`config.mk`:
```
export PLATFORM = sky130hd
export DESIGN_NAME = lut_seq
export DESIGN_NICKNAME = d
export VERILOG_FILES = /design/src/rtl/lut_seq_pkg.sv /design/src/rtl/lut_seq_mem.sv /design/src/rtl/lut_seq.sv
export SDC_FILE = /design/constraint.sdc
export NUM_CORES = 1
export LEC_CHECK = 0
export CAP_MARGIN = 20
export CELL_PAD_IN_SITES_DETAIL_PLACEMENT = 0
export CELL_PAD_IN_SITES_GLOBAL_PLACEMENT = 1
export CORE_ASPECT_RATIO = 1.5
export CORE_MARGIN = 4
export CORE_UTILIZATION = 34
export CTS_BUF_LIST = sky130_fd_sc_hd__clkbuf_4 sky130_fd_sc_hd__clkbuf_8
export CTS_CLUSTER_SIZE = 30
export DETAILED_ROUTE_END_ITERATION = 10
export GPL_TIMING_DRIVEN = 0
export HOLD_SLACK_MARGIN = 0.15
export PLACE_DENSITY_LB_ADDON = 0.1
export SYNTH_ARGS = -nofsm -noshare
export SYNTH_HDL_FRONTEND = slang
export SYNTH_SLANG_ARGS = --single-unit
```
`constraint.sdc`:
```
create_clock -name clk -period 1.58 [get_ports clk]
set_clock_uncertainty 0.05 [all_clocks]
set_input_delay 0.316 -clock clk [delete_from_list [all_inputs] [get_ports clk]]
set_output_delay 0.316 -clock clk [all_outputs]
set_load 0.01 [all_outputs]
```
`src/rtl/lut_seq_pkg.sv`:
```
// Shared definitions for the lut_seq programmable truth-table engine.
// Optional parity storage is enabled by defining LUT_SEQ_PARITY_EN.
package lut_seq_pkg;

  typedef enum logic [1:0] {
    IDLE  = 2'd0,
    SWEEP = 2'd1,
    FLUSH = 2'd2
  } state_e;

  localparam int IN_W_MAX  = 8;
  localparam int OUT_W_MAX = 16;

  function automatic int lut_depth(input int in_w);
    return 1 << in_w;
  endfunction

endpackage

```
`src/rtl/lut_seq_mem.sv`:
```
// Register-array table storage for lut_seq: write port, write-first read and,
// with LUT_SEQ_PARITY_EN defined, a per-entry parity bit checked on read.
module lut_seq_mem
  import lut_seq_pkg::*;
#(
  parameter int               IN_W    = 3,
  parameter int               OUT_W   = 2,
  parameter logic [OUT_W-1:0] DEF_VAL = {OUT_W{1'b1}}
) (
  input  logic             clk,
  input  logic             rst_b,
  input  logic             wr_en,
  input  logic [IN_W-1:0]  wr_addr,
  input  logic [OUT_W-1:0] wr_data,
  input  logic             par_inj,
  input  logic [IN_W-1:0]  rd_addr,
  output logic [OUT_W-1:0] rd_data,
  output logic             rd_par_err
);

  localparam int DEPTH = lut_depth(IN_W);

  logic [OUT_W-1:0] mem_q [DEPTH];
  logic             wr_hit;

  assign wr_hit = wr_en && (wr_addr == rd_addr);

  always_ff @(posedge clk or negedge rst_b) begin
    if (!rst_b) begin
      for (int k = 0; k < DEPTH; k++) begin
        mem_q[k] <= DEF_VAL;
      end
    end else if (wr_en) begin
      mem_q[wr_addr] <= wr_data;
    end
  end

  // A read colliding with a write returns the data being written.
  assign rd_data = wr_hit ? wr_data : mem_q[rd_addr];

`ifdef LUT_SEQ_PARITY_EN
  logic par_q [DEPTH];
  logic wr_par;
  logic rd_par;

  assign wr_par = (^wr_data) ^ par_inj;

  always_ff @(posedge clk or negedge rst_b) begin
    if (!rst_b) begin
      for (int k = 0; k < DEPTH; k++) begin
        par_q[k] <= ^DEF_VAL;
      end
    end else if (wr_en) begin
      par_q[wr_addr] <= wr_par;
    end
  end

  assign rd_par     = wr_hit ? wr_par : par_q[rd_addr];
  assign rd_par_err = (^rd_data) != rd_par;
`else
  // Without stored parity the inject input has no effect.
  assign rd_par_err = par_inj & 1'b0;
`endif

endmodule

```
`src/rtl/lut_seq.sv`:
```
// Programmable 2^IN_W x OUT_W truth table with registered lookups and a
// self-sweeping streaming mode. Define LUT_SEQ_PARITY_EN for parity checking.
module lut_seq
  import lut_seq_pkg::*;
#(
  parameter int               IN_W    = 3,
  parameter int               OUT_W   = 2,
  parameter logic [OUT_W-1:0] DEF_VAL = {OUT_W{1'b1}}
) (
  input  logic             clk,
  input  logic             rst_b,
  input  logic             wr_en,
  input  logic [IN_W-1:0]  wr_addr,
  input  logic [OUT_W-1:0] wr_data,
  input  logic             lk_valid,
  input  logic [IN_W-1:0]  i,
  output logic             lk_ready,
  input  logic             sweep_start,
  output logic [OUT_W-1:0] o,
  output logic             o_valid,
  output logic [IN_W-1:0]  o_idx,
  output logic             sweep_busy,
  output logic             sweep_done,
  input  logic             par_inj,
  output logic             par_err
);

  localparam int              DEPTH = lut_depth(IN_W);
  localparam logic [IN_W-1:0] LAST  = IN_W'(DEPTH - 1);

  state_e           state_q, state_d;
  logic [IN_W-1:0]  cnt_q, cnt_d;
  logic [OUT_W-1:0] o_q, o_d;
  logic [IN_W-1:0]  o_idx_q, o_idx_d;
  logic             o_valid_q, o_valid_d;
  logic             done_q, done_d;
  logic             par_err_q, par_err_d;

  logic [IN_W-1:0]  rd_addr;
  logic [OUT_W-1:0] rd_data;
  logic             rd_par_err;
  logic             load;

  lut_seq_mem #(
    .IN_W   (IN_W),
    .OUT_W  (OUT_W),
    .DEF_VAL(DEF_VAL)
  ) u_mem (
    .clk       (clk),
    .rst_b     (rst_b),
    .wr_en     (wr_en),
    .wr_addr   (wr_addr),
    .wr_data   (wr_data),
    .par_inj   (par_inj),
    .rd_addr   (rd_addr),
    .rd_data   (rd_data),
    .rd_par_err(rd_par_err)
  );

  // Lookups and sweep reads share the single read port; only one can be
  // active in a cycle because lookups are accepted solely in IDLE.
  always_comb begin
    state_d = state_q;
    cnt_d   = cnt_q;
    rd_addr = i;
    load    = 1'b0;
    done_d  = 1'b0;

    case (state_q)
      IDLE: begin
        load = lk_valid;
        if (sweep_start) begin
          state_d = SWEEP;
          cnt_d   = '0;
        end
      end
      SWEEP: begin
        rd_addr = cnt_q;
        load    = 1'b1;
        cnt_d   = cnt_q + 1'b1;
        if (cnt_q == LAST) begin
          state_d = FLUSH;
          done_d  = 1'b1;
        end
      end
      FLUSH: begin
        state_d = IDLE;
      end
      default: begin
        state_d = IDLE;
      end
    endcase

    o_d       = load ? rd_data : o_q;
    o_idx_d   = load ? rd_addr : o_idx_q;
    o_valid_d = load;
    par_err_d = load ? rd_par_err : par_err_q;
  end

  always_ff @(posedge clk or negedge rst_b) begin
    if (!rst_b) begin
      state_q   <= IDLE;
      cnt_q     <= '0;
      o_q       <= '0;
      o_idx_q   <= '0;
      o_valid_q <= 1'b0;
      done_q    <= 1'b0;
      par_err_q <= 1'b0;
    end else begin
      state_q   <= state_d;
      cnt_q     <= cnt_d;
      o_q       <= o_d;
      o_idx_q   <= o_idx_d;
      o_valid_q <= o_valid_d;
      done_q    <= done_d;
      par_err_q <= par_err_d;
    end
  end

  assign lk_ready   = (state_q == IDLE);
  assign sweep_busy = (state_q != IDLE);
  assign o          = o_q;
  assign o_idx      = o_idx_q;
  assign o_valid    = o_valid_q;
  assign sweep_done = done_q;
  assign par_err    = par_err_q;

endmodule

```
* After elaboration in Yosys (flattened, before gate mapping)
Cells that the tools add are included.
Word-level totals: logic and storage cells 48, output and inout port bits 10, input port bits 14, bits in registers 28
Cells by class: bitwise gates (word level) 2, $add $sub $neg 1, eq/ne operators 5, muxes and demuxes 16, $lt $le $gt $ge 3, reductions and logical operators 7
Operators by type and width (count):
- 16-bit bitwise mux | 1
- 2-bit 2-to-1 mux | 6
- 4-bit greater-or-equal comparator (second input constant) | 2
- 3-bit inverter with 4-bit output | 2
- 2-bit binary-select mux with 3-bit select | 1
- 2-bit demux with 3-bit select | 1
- 3-bit 2-to-1 mux | 2
- 3-bit one-hot mux with 2 select lines | 1
- 4-bit by 1-bit less-than comparator with 1-bit output (second input constant) | 1
- 2-bit one-hot mux with 2 select lines | 1
- 2-bit AND reduction | 2
- 2-bit nonzero test | 2
- 3-bit by 1-bit adder with 3-bit output (second input constant) | 1
- 3-bit equality test | 1
- 3-bit equality test (second input constant) | 1
- 2-bit by 1-bit equality test with 1-bit output (second input constant) | 1
- 1-bit logical AND | 2
- 2-bit logical NOT | 1
- 1-bit 2-to-1 mux | 2
- 2-bit by 1-bit != test with 1-bit output (second input constant) | 1
- 2-bit != test (second input constant) | 1
- 1-bit one-hot mux with 2 select lines | 1

* Depth between registers and ports, before layout
Gate-level depths: netlist of run 1.
word-level depth 7, gate-level depth with buffers 7

* Modules after synthesis
From an unflattened synthesis of run 1, not the netlist that was laid out.
Second synthesis, totals: cell total of the unflattened synthesis 107, area total of the unflattened synthesis 1500.2 µm²
Modules (own cells, without submodules):
- lut_seq_mem | instances 1, area each 880.8 µm², cells an instance 59
- lut_seq | instances 1, area each 619.3 µm², cells an instance 48

* Least setup slack after synthesis of run 1
OpenSTA, ideal clock, no wires.
path type reg-to-reg, start reg state_q[1], end reg o_q[1] (netlist: o[1]), cell stages (with the launch flop) 7, clock period less this slack 1596 ps, arrival time 1470 ps, path buffers 1, path slack -16 ps, cell sequence dfrtp_1 nand2b_1 buf_6 a21boi_4 nand2_2 a311o_1 o21ai_1
On the way: longest elaborated chain between the ends 7
Ends and longest elaborated chain:
- start, declared | line lut_seq.sv:31 | state_e state_q, state_d;
- start signal, assigned | line lut_seq.sv:110 | state_q <= state_d;
- 2-bit by 1-bit equality test with 1-bit output | line lut_seq.sv:69 | case (state_q)
- 3-bit 2-to-1 mux | line lut_seq.sv:69
- 3-bit inverter with 4-bit output (implied by the code) | line lut_seq_mem.sv:39 | assign rd_data = wr_hit ? wr_data : mem_q[rd_addr];
- 2-bit binary-select mux with 3-bit select | line lut_seq_mem.sv:39
- 2-bit 2-to-1 mux (implied by the code) (2 in a row) | line lut_seq_mem.sv:39
- 2-bit 2-to-1 mux | line lut_seq_mem.sv:39
- end signal, assigned | line lut_seq.sv:104 | o_q <= '0;
- end signal, assigned | line lut_seq.sv:112 | o_q <= o_d;
- end, declared | line lut_seq.sv:33 | logic [OUT_W-1:0] o_q, o_d;
Several ways; a longest one is shown, not always the timed one. The select of a mux whose other input is x is not followed. A chain may end at the register's enable or synchronous reset.

* Final worst setup path of run 1
Ends and elaborated chain as after synthesis.

==> run summary, run 1 <==
Layout Cells excl Fill - 265
Max Used Layer - met4
Worst EP required - 1.69 ns
Die Wd - 64.91 um
TritonCTS Buffers - 3
Cell family with most CP delay - simple AND/OR/NAND/NOR gates
Vias - 1415
Cells taking the most area after synthesis - dfstp_2 (25%), dfrtp_1 (18%), mux2_2 (8.2%)
Share of cells above drive strength 1 - 38.81%
Pre-Repair DR Iteration Count - 4
Final WS setup - -0.1544 ns
Fmax - 576.6 MHz
CP startpoint kind - flop
Met1 wire length - 1.713 mm
Worst-margin pin slew - 0.6945 ns
Syn avg cell area - 10.26 um^2
Async set-reset flop share out of synthesis - 100.0%
Synthesized netlist cell count - 161
Htree depth - 1
Post-Syn Area - 1652 um^2
CTS sink count - 28
DRC Markers - 0
Crit path capture type - flop
Clock-pin slew on the worst setup and hold paths - 0.10 ns
DIE AREA - 6060 um^2
Crit-path slowest cell - dfrtp_1
Netlist cell types - 42
Fin. max-slew vios - 0
Final worst path period share - 109.8%
Final WL - 4.473 mm
Critical path buffers and inverters - 2
Core Rows - 30
Placed Area - 1937 um^2
Flops & latches, synth - 28
Diode count - 0
Combinational share of power - 53.5%
Final net count - 218
Antenna viol nets, final - 0
Port buffer count - 19
Fin. Hold Viols - 0
Total global routing overflow - 0
Met2 Routed Length - 2.512 mm
Cell taking the most area after synthesis - dfstp_2
Vias per Instance - 5.340
Core box area - 4617 um^2
Routability Congestion - 0.7333
Worst VDD drop - 0.5960 mV
Die Span Y - 93.36 um
Crit path DAT - 1.85 ns
Clock share of power - 15.0%
Initial antenna violation count - 0
Tmin final - 1.734 ns
Failing checks - setup timing
Initial DRC count - 58
DPL Wire Length - 3.132 mm
Ports - 24
Power Density - 1659 nW/um^2
CTS tree - done
DR WL/cell - 16.88 um
Psw - 1.364 mW
Clock latency on the worst-skew pair - 0.27 ns
Area Growth Syn to Fin - 37.80%
HP Class - in -> async
Cts hold-fix bufs - 0
CP most frequent cell - buf_6
Switching share of power - 36.12%
Syn_nets - 177
Post-synth top area share - 25.45%
Crit Path Class - reg -> reg
Fin area - 2276 um^2
Status - finished with violations
Relative slew slack - 53.55%
Overall Global Routing Usage - 16.19%
Seq/Total Area, Yosys - 43.64%
Top_reg_cell synth - dfstp_2
Flop pwr share - 31.4%
WL met3 - 141 um
Leakage power - 0.9638 nW
Ys Warns - 0
Largest net degree at the start of global routing - 17
Final setup violation count - 4
Max Root-Sink Buffers - 2
Vias in the first global route - 1503
First-pass GRT wire length - 7.521 mm
Initial Utilization - 35.77%
Total Power - 3.777 mW
Largest stage delay, worst path - 0.41 ns
Max-cap viol count - 0
RSZ-0062 raised after global routing - yes
Clock Tree Root - clkbuf_8
Cells after DPL - 245
Crit path max fanout - 6
EDFF count, synth - 0
Int Power - 2.413 mW
Cell-by-cell trace of the critical path - buf_6 -> nor2b_4 -> buf_6 -> o21ai_4 -> nor4_4 -> a311o_1 -> o21ai_1
## cell usage after synthesis (3+ instances only)
master	instances
a21oi_1	3
buf_2	5
dfrtp_1	12
dfstp_2	16
inv_1	11
mux2_2	12
nand2_1	8
nand2b_1	5
nand4_1	5
nor2_1	6
nor2b_1	7
nor3_1	3
nor3b_1	3
o211ai_1	17
o21ai_0	8
o21ai_1	3
## through the flow
step	TNS, ns	hold WS [ns]	util (%)	worst slack, ns
after floorplan	0	-0.02959	-	0.001066
after global placement	-6.792	0.4623	41.63	-0.5287
after detailed placement	-4.741	0.4723	41.95	-0.5733
after CTS	-0.3434	0.4165	47.70	-0.1659
after global routing	-0.7451	0.4290	49.30	-0.2262
final	-0.5116	0.3984	49.30	-0.1544
## logic make-up after synthesis
| family | count (synthesis) | synth area share [%] |
|---|---|---|
| adders and majority gates | 2 | 1.515 |
| xor gates and xnor gates | 2 | 1.061 |
| muxes | 16 | 10.76 |
| AOI/OAI and AO/OA | 41 | 17.65 |
| and+or+nand+nor | 50 | 19.09 |
| buffers and inverters | 21 | 6.060 |
| other | 1 | 0.2271 |
| DFF | 28 | 43.64 |
## metal layers
metal | up-vias | global-route usage [%]
li1 | 665 | -
met1 | 709 | 19.29
met2 | 32 | 28.61
met3 | 9 | 2.284
met4 | 0 | 6.702
met5 | - | 0
## sequential cells by signal (all words and copies together) (netlist names)
name,flops
o,2
state_q,2
cnt_q,3
sweep_done,1
o_valid,1
o_idx,3
u_mem.mem_q,16
## layout make-up
cell class,count,area (um^2)
inverter,12,50.05
sequential,28,720.7
clock buffer,3,41.29
timing repair buffer,37,360.3
clock inverter,1,30.03
fill,465,2341
buffer,8,68.82
multi-input combinational,112,924.6
tap,64,80.08
## worst register-to-register path: cells and delay by family (launching register included)
kind | cells | cell delay, ns
simple gates | 2 | 0.49
buf+inv | 2 | 0.29
compound gates | 3 | 0.39
flops | 1 | 0.41
## what timing repair did
action | 4_1_cts | 5_1_grt
endpoints found under the setup margin | 10 | 10
gates resized for setup | 36 | 15
pin swaps | 9 | 10
buffers inserted | 14 | 3
## worst paths after layout
path	start	endpoint	slack, ns	cells after the start
worst max-delay path	state_q[1]	o[1]	-0.15	7
worst min-delay path	rst_b	sweep_done	0.40	1
worst max register to register	state_q[1]	o[1]	-0.15	7
worst min register to register	u_mem.mem_q[13]	u_mem.mem_q[13]	0.48	2
max in group asynchronous	rst_b	u_mem.mem_q[0]	0.46	2
min in group clk	wr_addr[0]	u_mem.mem_q[13]	0.47	5
## power groups by stage
stage               Sequential [mW]  Clock (mW)  Combinational [mW]
floorplan                      1.20           0               0.998
global placement               1.20           0                1.48
detailed placement             1.21           0                1.53
CTS                            1.20       0.585                1.92
global route                   1.22       0.626                2.20
finish                         1.19       0.567                2.02
## cells in the final DEF (no fill, tap or decap), types with 3 or more instances in the layout
| master | netlist | routed |
|---|---|---|
| a21oi_1 | 3 | 3 |
| buf_4 | 2 | 16 |
| buf_6 | 1 | 8 |
| clkbuf_8 | 0 | 4 |
| clkdlybuf4s50_1 | 0 | 10 |
| dfrtp_1 | 12 | 12 |
| dfstp_2 | 16 | 16 |
| dlymetal6s2s_1 | 0 | 5 |
| inv_1 | 11 | 10 |
| mux2_2 | 12 | 12 |
| nand2_1 | 8 | 8 |
| nand2b_1 | 5 | 4 |
| nand4_1 | 5 | 5 |
| nor2_1 | 6 | 5 |
| nor2b_1 | 7 | 6 |
| o211ai_1 | 17 | 17 |
| o21ai_0 | 8 | 6 |
| o21ai_1 | 3 | 4 |
Note: power is estimated with default switching activity, not from simulation.
==> inputs of run 2 (changes only) <==
--- a/config.mk
+++ b/config.mk
@@ -9,9 +9,9 @@
 export CELL_PAD_IN_SITES_DETAIL_PLACEMENT = 0
 export CELL_PAD_IN_SITES_GLOBAL_PLACEMENT = 1
 export CORE_ASPECT_RATIO = 1.5
-export CORE_MARGIN = 4
-export CORE_UTILIZATION = 34
+export CORE_UTILIZATION = 25
 export CTS_BUF_LIST = sky130_fd_sc_hd__clkbuf_4 sky130_fd_sc_hd__clkbuf_8
+export CTS_CLUSTER_DIAMETER = 30
 export CTS_CLUSTER_SIZE = 30
 export DETAILED_ROUTE_END_ITERATION = 10
 export GPL_TIMING_DRIVEN = 0
==> run 2 against run 1 <==
  * The flow still finishes with violations (setup timing)
  * Count of clock-buffer cells in the layout stayed put
  * Critical endpoint is now o[0]
  * Power decreased by 0.37%
  * Maximum frequency fell by 2.5%
  * Final cell count rose by 3.8%
  * Largest cell class unchanged
  * Critical path type unchanged
==> run summary, run 2 (same netlist as run 1, synthesis figures left out) <==
Status - finished with violations (unchanged)
Failing checks - setup timing (unchanged)
Core Rows - 35 (was 30)
Worst r2r dst - o[0] (was o[1])
Core box area - 6262 um^2 (was 4617 um^2)
CP Launch Point - state_q[1] (unchanged)
Worst reg2reg path startpoint - state_q[1] (unchanged)
Pre-Repair DR Iteration Count - 4 (unchanged)
Relative slew slack - 50.97% (was 53.55%)
Final setup violation count - 4 (unchanged)
Power Density - 1664 nW/um^2 (was 1659 nW/um^2)
Initial antenna violation count - 0 (unchanged)
Crit path capture type - flop (unchanged)
Die Wd - 68.37 um (was 64.91 um)
CP startpoint kind - flop (unchanged)
Area Growth Syn to Fin - 36.89% (was 37.80%)
RSZ-0062 raised after global routing - yes (unchanged)
Crit Path Class - reg -> reg (unchanged)
Port buffer count - 19 (unchanged)
Diode count - 0 (unchanged)
DRC Markers - 0 (unchanged)
Multi-input logic area - 897.1 um^2 (was 924.6 um^2)
Final WS setup - -0.1984 ns (was -0.1544 ns)
Fmax - 562.3 MHz (was 576.6 MHz)
Crit path DAT - 1.90 ns (was 1.85 ns)
Crit path max fanout - 8 (was 6)
DPL Wire Length - 3.313 mm (was 3.132 mm)
Cts hold-fix bufs - 0 (unchanged)
HP Class - in -> async (unchanged)
Worst EP required - 1.70 ns (was 1.69 ns)
Worst VDD drop - 0.3970 mV (was 0.5960 mV)
Clock Tree Root - clkbuf_8 (unchanged)
Final net count - 218 (unchanged)
Ports - 24 (unchanged)
R2R depth - 6 (was 7)
Die Span Y - 101.5 um (was 93.36 um)
Leakage power - 0.9620 nW (was 0.9638 nW)
Top reg by flops - u_mem.mem_q (unchanged)
Total global routing overflow - 0 (unchanged)
Max-cap viol count - 0 (unchanged)
Final worst path period share - 112.6% (was 109.8%)
Most frequent cells in the layout - o211ai_1 (17), buf_4 (16), dfstp_2 (16), mux2_2 (12), dfrtp_1 (12) (unchanged)
TritonCTS Buffers - 3 (unchanged)
Layout Cells excl Fill - 275 (was 265)
CTS sink count - 28 (unchanged)
Worst-margin pin slew - 0.7332 ns (was 0.6945 ns)
R2R Setup Slk - -0.20 ns (was -0.15 ns)
Clock latency on the worst-skew pair - 0.28 ns (was 0.27 ns)
Htree depth - 1 (unchanged)
Fin util - 36.10% (was 49.30%)
Vias - 1401 (was 1415)
Reg area - 720.7 um^2 (unchanged)
Initial DRC count - 60 (was 58)
Routability Congestion - 0.7176 (was 0.7333)
Fin. max-slew vios - 0 (unchanged)
FILL cells - 657 (was 465)
Total Power - 3.763 mW (was 3.777 mW)
DIE AREA - 6942 um^2 (was 6060 um^2)
Max Root-Sink Buffers - 2 (unchanged)
Overall Global Routing Usage - 15.77% (was 16.19%)
Fin area - 2261 um^2 (was 2276 um^2)
Largest net degree at the start of global routing - 17 (unchanged)
Clock-pin slew on the worst setup and hold paths - 0.11 ns (was 0.10 ns)
Share of cells above drive strength 1 - 37.81% (was 38.81%)
Worst setup path end - o[0] (was o[1])
Cells after DPL - 255 (was 245)
DR WL/cell - 17.89 um (was 16.88 um)
Most common cell after layout, fill and taps aside - o211ai_1 (unchanged)
Max reg flops - 16 (unchanged)
CTS tree - done (unchanged)
Vias in the first global route - 1502 (was 1503)
First-pass GRT wire length - 7.831 mm (was 7.521 mm)
Tmin final - 1.778 ns (was 1.734 ns)
Final WL - 4.920 mm (was 4.473 mm)
Placed Area - 1949 um^2 (was 1937 um^2)
Antenna viol nets, final - 0 (unchanged)
Initial Utilization - 26.37% (was 35.77%)
Vias per Instance - 5.095 (was 5.340)
Fin. Hold Viols - 0 (unchanged)
run 2: cell count changes in the layout (fill, tap and decap cells not counted), sizes merged:
cell | previous run | this run
buf | 27 | 28
dlymetal6s2s | 5 | 4
clkdlybuf4s50 | 10 | 11
clkbuf | 4 | 3
run 2: worst min-delay path by stage:
stage               startpoint               to  slack [ns]  cells past startpoint
3_5_place_dp   u_mem.mem_q[13]  u_mem.mem_q[13]        0.47                      2
4_1_cts                  rst_b       sweep_done        0.42                      1
2_1_floorplan            rst_b         cnt_q[0]       -0.03                      0
6_report                 rst_b       sweep_done        0.40                      1
3_3_place_gp   u_mem.mem_q[12]  u_mem.mem_q[12]        0.46                      2
5_1_grt                  rst_b       sweep_done        0.46                      1
run 2: cell type report:
type	instances	area share [%]
clock inverters	1	1.328
plain buffers	5	1.439
clock buffers	3	1.826
flip-flops and latches	28	31.88
multi-input cells	112	39.68
well taps	74	4.095
inverters	12	2.048
repair buffers	40	17.71
run 2: report_power, final:
group / internal (mW) / switching [mW]
Clock: 0.340 / 0.249
Combinational: 1.04 / 0.938
Sequential: 1.01 / 0.190
Total: 2.39 / 1.38
run 2: worst max-delay path: stages (launching register included):
cell and delay, ns:
dfrtp_1 0.43, buf_6 0.15, nor2b_4 0.25, o21ai_2 0.10
nor4_4 0.36, a311o_1 0.24, o21ai_1 0.08
run 2: repair_timing:
action,4_1_cts,5_1_grt
hold endpoints to repair,0,0
endpoints found under the setup margin,9,8
pin swaps,10,6
setup buffers,17,4
gates resized for setup,31,14
run 2: layer usage:
metal / global-route usage, % / wire length [um] / part of all wire [%] / vias to the layer above
li1: - / - / - / 663
met5: 0 / 0 / 0 / -
met1: 17.42 / 2017 / 41 / 706
met2: 30.09 / 2719 / 55 / 30
met3: 1.689 / 148 / 3.0 / 2
met4: 4.808 / 34 / 0.69 / 0
run 2: metrics by stage:
stage                     hold WS, ns  setup WS, ns  setup TNS (ns)
after floorplan              -0.02959      0.001066               0
after global placement         0.4605       -0.5441          -8.982
after detailed placement       0.4740       -0.5563          -4.866
after CTS                      0.4184       -0.1739         -0.4131
after global routing           0.4585       -0.2585         -0.8256
final                          0.4028       -0.1984         -0.6589
==> RTL edit, RTL diff (settings of run 1) <==
Add a define of `LUT_SEQ_PARITY_EN`.
--- a/src/rtl/lut_seq_mem.sv
+++ b/src/rtl/lut_seq_mem.sv
@@ -1,5 +1,7 @@
 // Register-array table storage for lut_seq: write port, write-first read and,
 // with LUT_SEQ_PARITY_EN defined, a per-entry parity bit checked on read.
+`define LUT_SEQ_PARITY_EN
+
 module lut_seq_mem
   import lut_seq_pkg::*;
 #(
Function: changed (Yosys sat finds a counterexample within 4 cycles, from zero or initial values and one cycle with rst_b low).
==> RTL edit against run 1 <==
- utilization decreased by 3.6 points
- the flow still finishes with violations (setup timing)
- design area increased by 11%
- count of clock-buffer cells in the layout increased by 3
- critical path depth unchanged
- sequential cell count increased by 9
- synthesized area increased by 18%
- total power increased by 24%
- synthesized cell count increased by 3.7%
- global-route usage decreased by 1.9 points
- routed wire length increased by 3.4%
- worst setup slack got worse by 0.46 ns
==> RTL edit: results (changes against run 1) <==
** Critical path
- The dominant delay contributor by cell family on the critical path is multiplexers (was simple AND/OR/NAND/NOR gates).
- Standard cell with the maximum stage delay on the critical path :: sky130_fd_sc_hd__mux4_2 (was sky130_fd_sc_hd__dfrtp_1)
- Endpoint of the worst register-to-register path :: o[0]$_DFFE_PN0P_ (was o[1]$_DFFE_PN0P_)

** Yosys
- The compound-gate portion of the synthesized area came to 7.76% (was 17.7%).
- The dominant register cell in the synthesized netlist is sky130_fd_sc_hd__dfrtp_1 (was sky130_fd_sc_hd__dfstp_2).
- Commonest cells in the netlist: 26 x sky130_fd_sc_hd__mux2_2, 21 x sky130_fd_sc_hd__dfrtp_1, 17 x sky130_fd_sc_hd__nand2_1 (was 17 x sky130_fd_sc_hd__o211ai_1, 16 x sky130_fd_sc_hd__dfstp_2, 12 x sky130_fd_sc_hd__dfrtp_1, 12 x sky130_fd_sc_hd__mux2_2, 11 x sky130_fd_sc_hd__inv_1).
- The synthesized netlist cell count was 167 (was 161).

** Power
- Seq group :: 1.56 mW (was 1.19 mW)
- The clock group total power is 0.650 mW (was 0.567 mW).
- The total internal power came to 3.00 mW (was 2.41 mW).
- IR Drop Worst-Case VDD :: 0.635 mV (was 0.596 mV)

** Cells and area
- Share of post-route cells with drive strength above 1 :: 44.5% (was 38.8%)
- Count of non-filler cells in the finished layout :: 270 (was 265)
- The fraction of area in multi-input gates is 42.8% (was 40.6%).
- The number of clock buffers in the layout is 6 (was 3).

** STA
- Worst Setup Slack, final :: -0.612 ns (was -0.154 ns)
- Worst hold-check slack :: 0.431 ns (was 0.398 ns)
- Final setup violation count :: 5 (was 4)

** Global routing
- The total routing resource utilization after global routing was 14.2% (was 16.2%).
- Met2 capacity usage during global routing :: 26.0% (was 28.6%)
- Vias in the first global route :: 1486 (was 1503)
- The global-route met3 utilization was 3.79% (was 2.28%).
- The wire length of the first global-routing pass was 7.68 mm (was 7.52 mm).

** Detailed routing
- The final routed wirelength across all metal layers was 4.63 mm (was 4.47 mm).
- Vias :: 1382 (was 1415)
- The met1 wire length came to 1.85 mm (was 1.71 mm).
- The wire length on met3 was 169 um (was 141 um).
- Number of DRC markers in iteration 0 :: 18 (was 58)

** Status
- Status: finished with violations (unchanged).
- Failing checks: setup timing (unchanged).

** CTS
- The TritonCTS buffer count is 5 (was 3).
- The post-CTS clock slew at the launch and capture registers of the worst setup and hold paths is 0.07 ns (was 0.10 ns).
- The clock insertion delay at the later pin of the skew report came to 0.29 ns (was 0.27 ns).
- Post_cts resized :: 37 (was 36)

** Place
- Post-placement setup slack :: -0.892 ns (was -0.573 ns)
RTL edit: cell count changes in the layout (fill, tap and decap cells not counted), moves of 6 or more:
| cell | run 1 | this run |
|---|---|---|
| sky130_fd_sc_hd__mux2_2 | 12 | 24 |
| sky130_fd_sc_hd__buf_6 | 8 | 2 |
| sky130_fd_sc_hd__inv_1 | 10 | 3 |
| sky130_fd_sc_hd__mux2i_1 | 2 | 8 |
| sky130_fd_sc_hd__o211ai_1 | 17 | 0 |
| sky130_fd_sc_hd__dfrtp_1 | 12 | 19 |
| sky130_fd_sc_hd__nand2_1 | 8 | 16 |
| sky130_fd_sc_hd__buf_4 | 16 | 5 |
RTL edit: cells by family after synthesis:
| kind of cell | after synthesis |
|---|---|
| buf+inv | 11 |
| compound gates | 23 |
| xor+xnor | 9 |
| simple gates | 48 |
| mux | 37 |
| fa+ha+maj | 2 |
| flops | 37 |
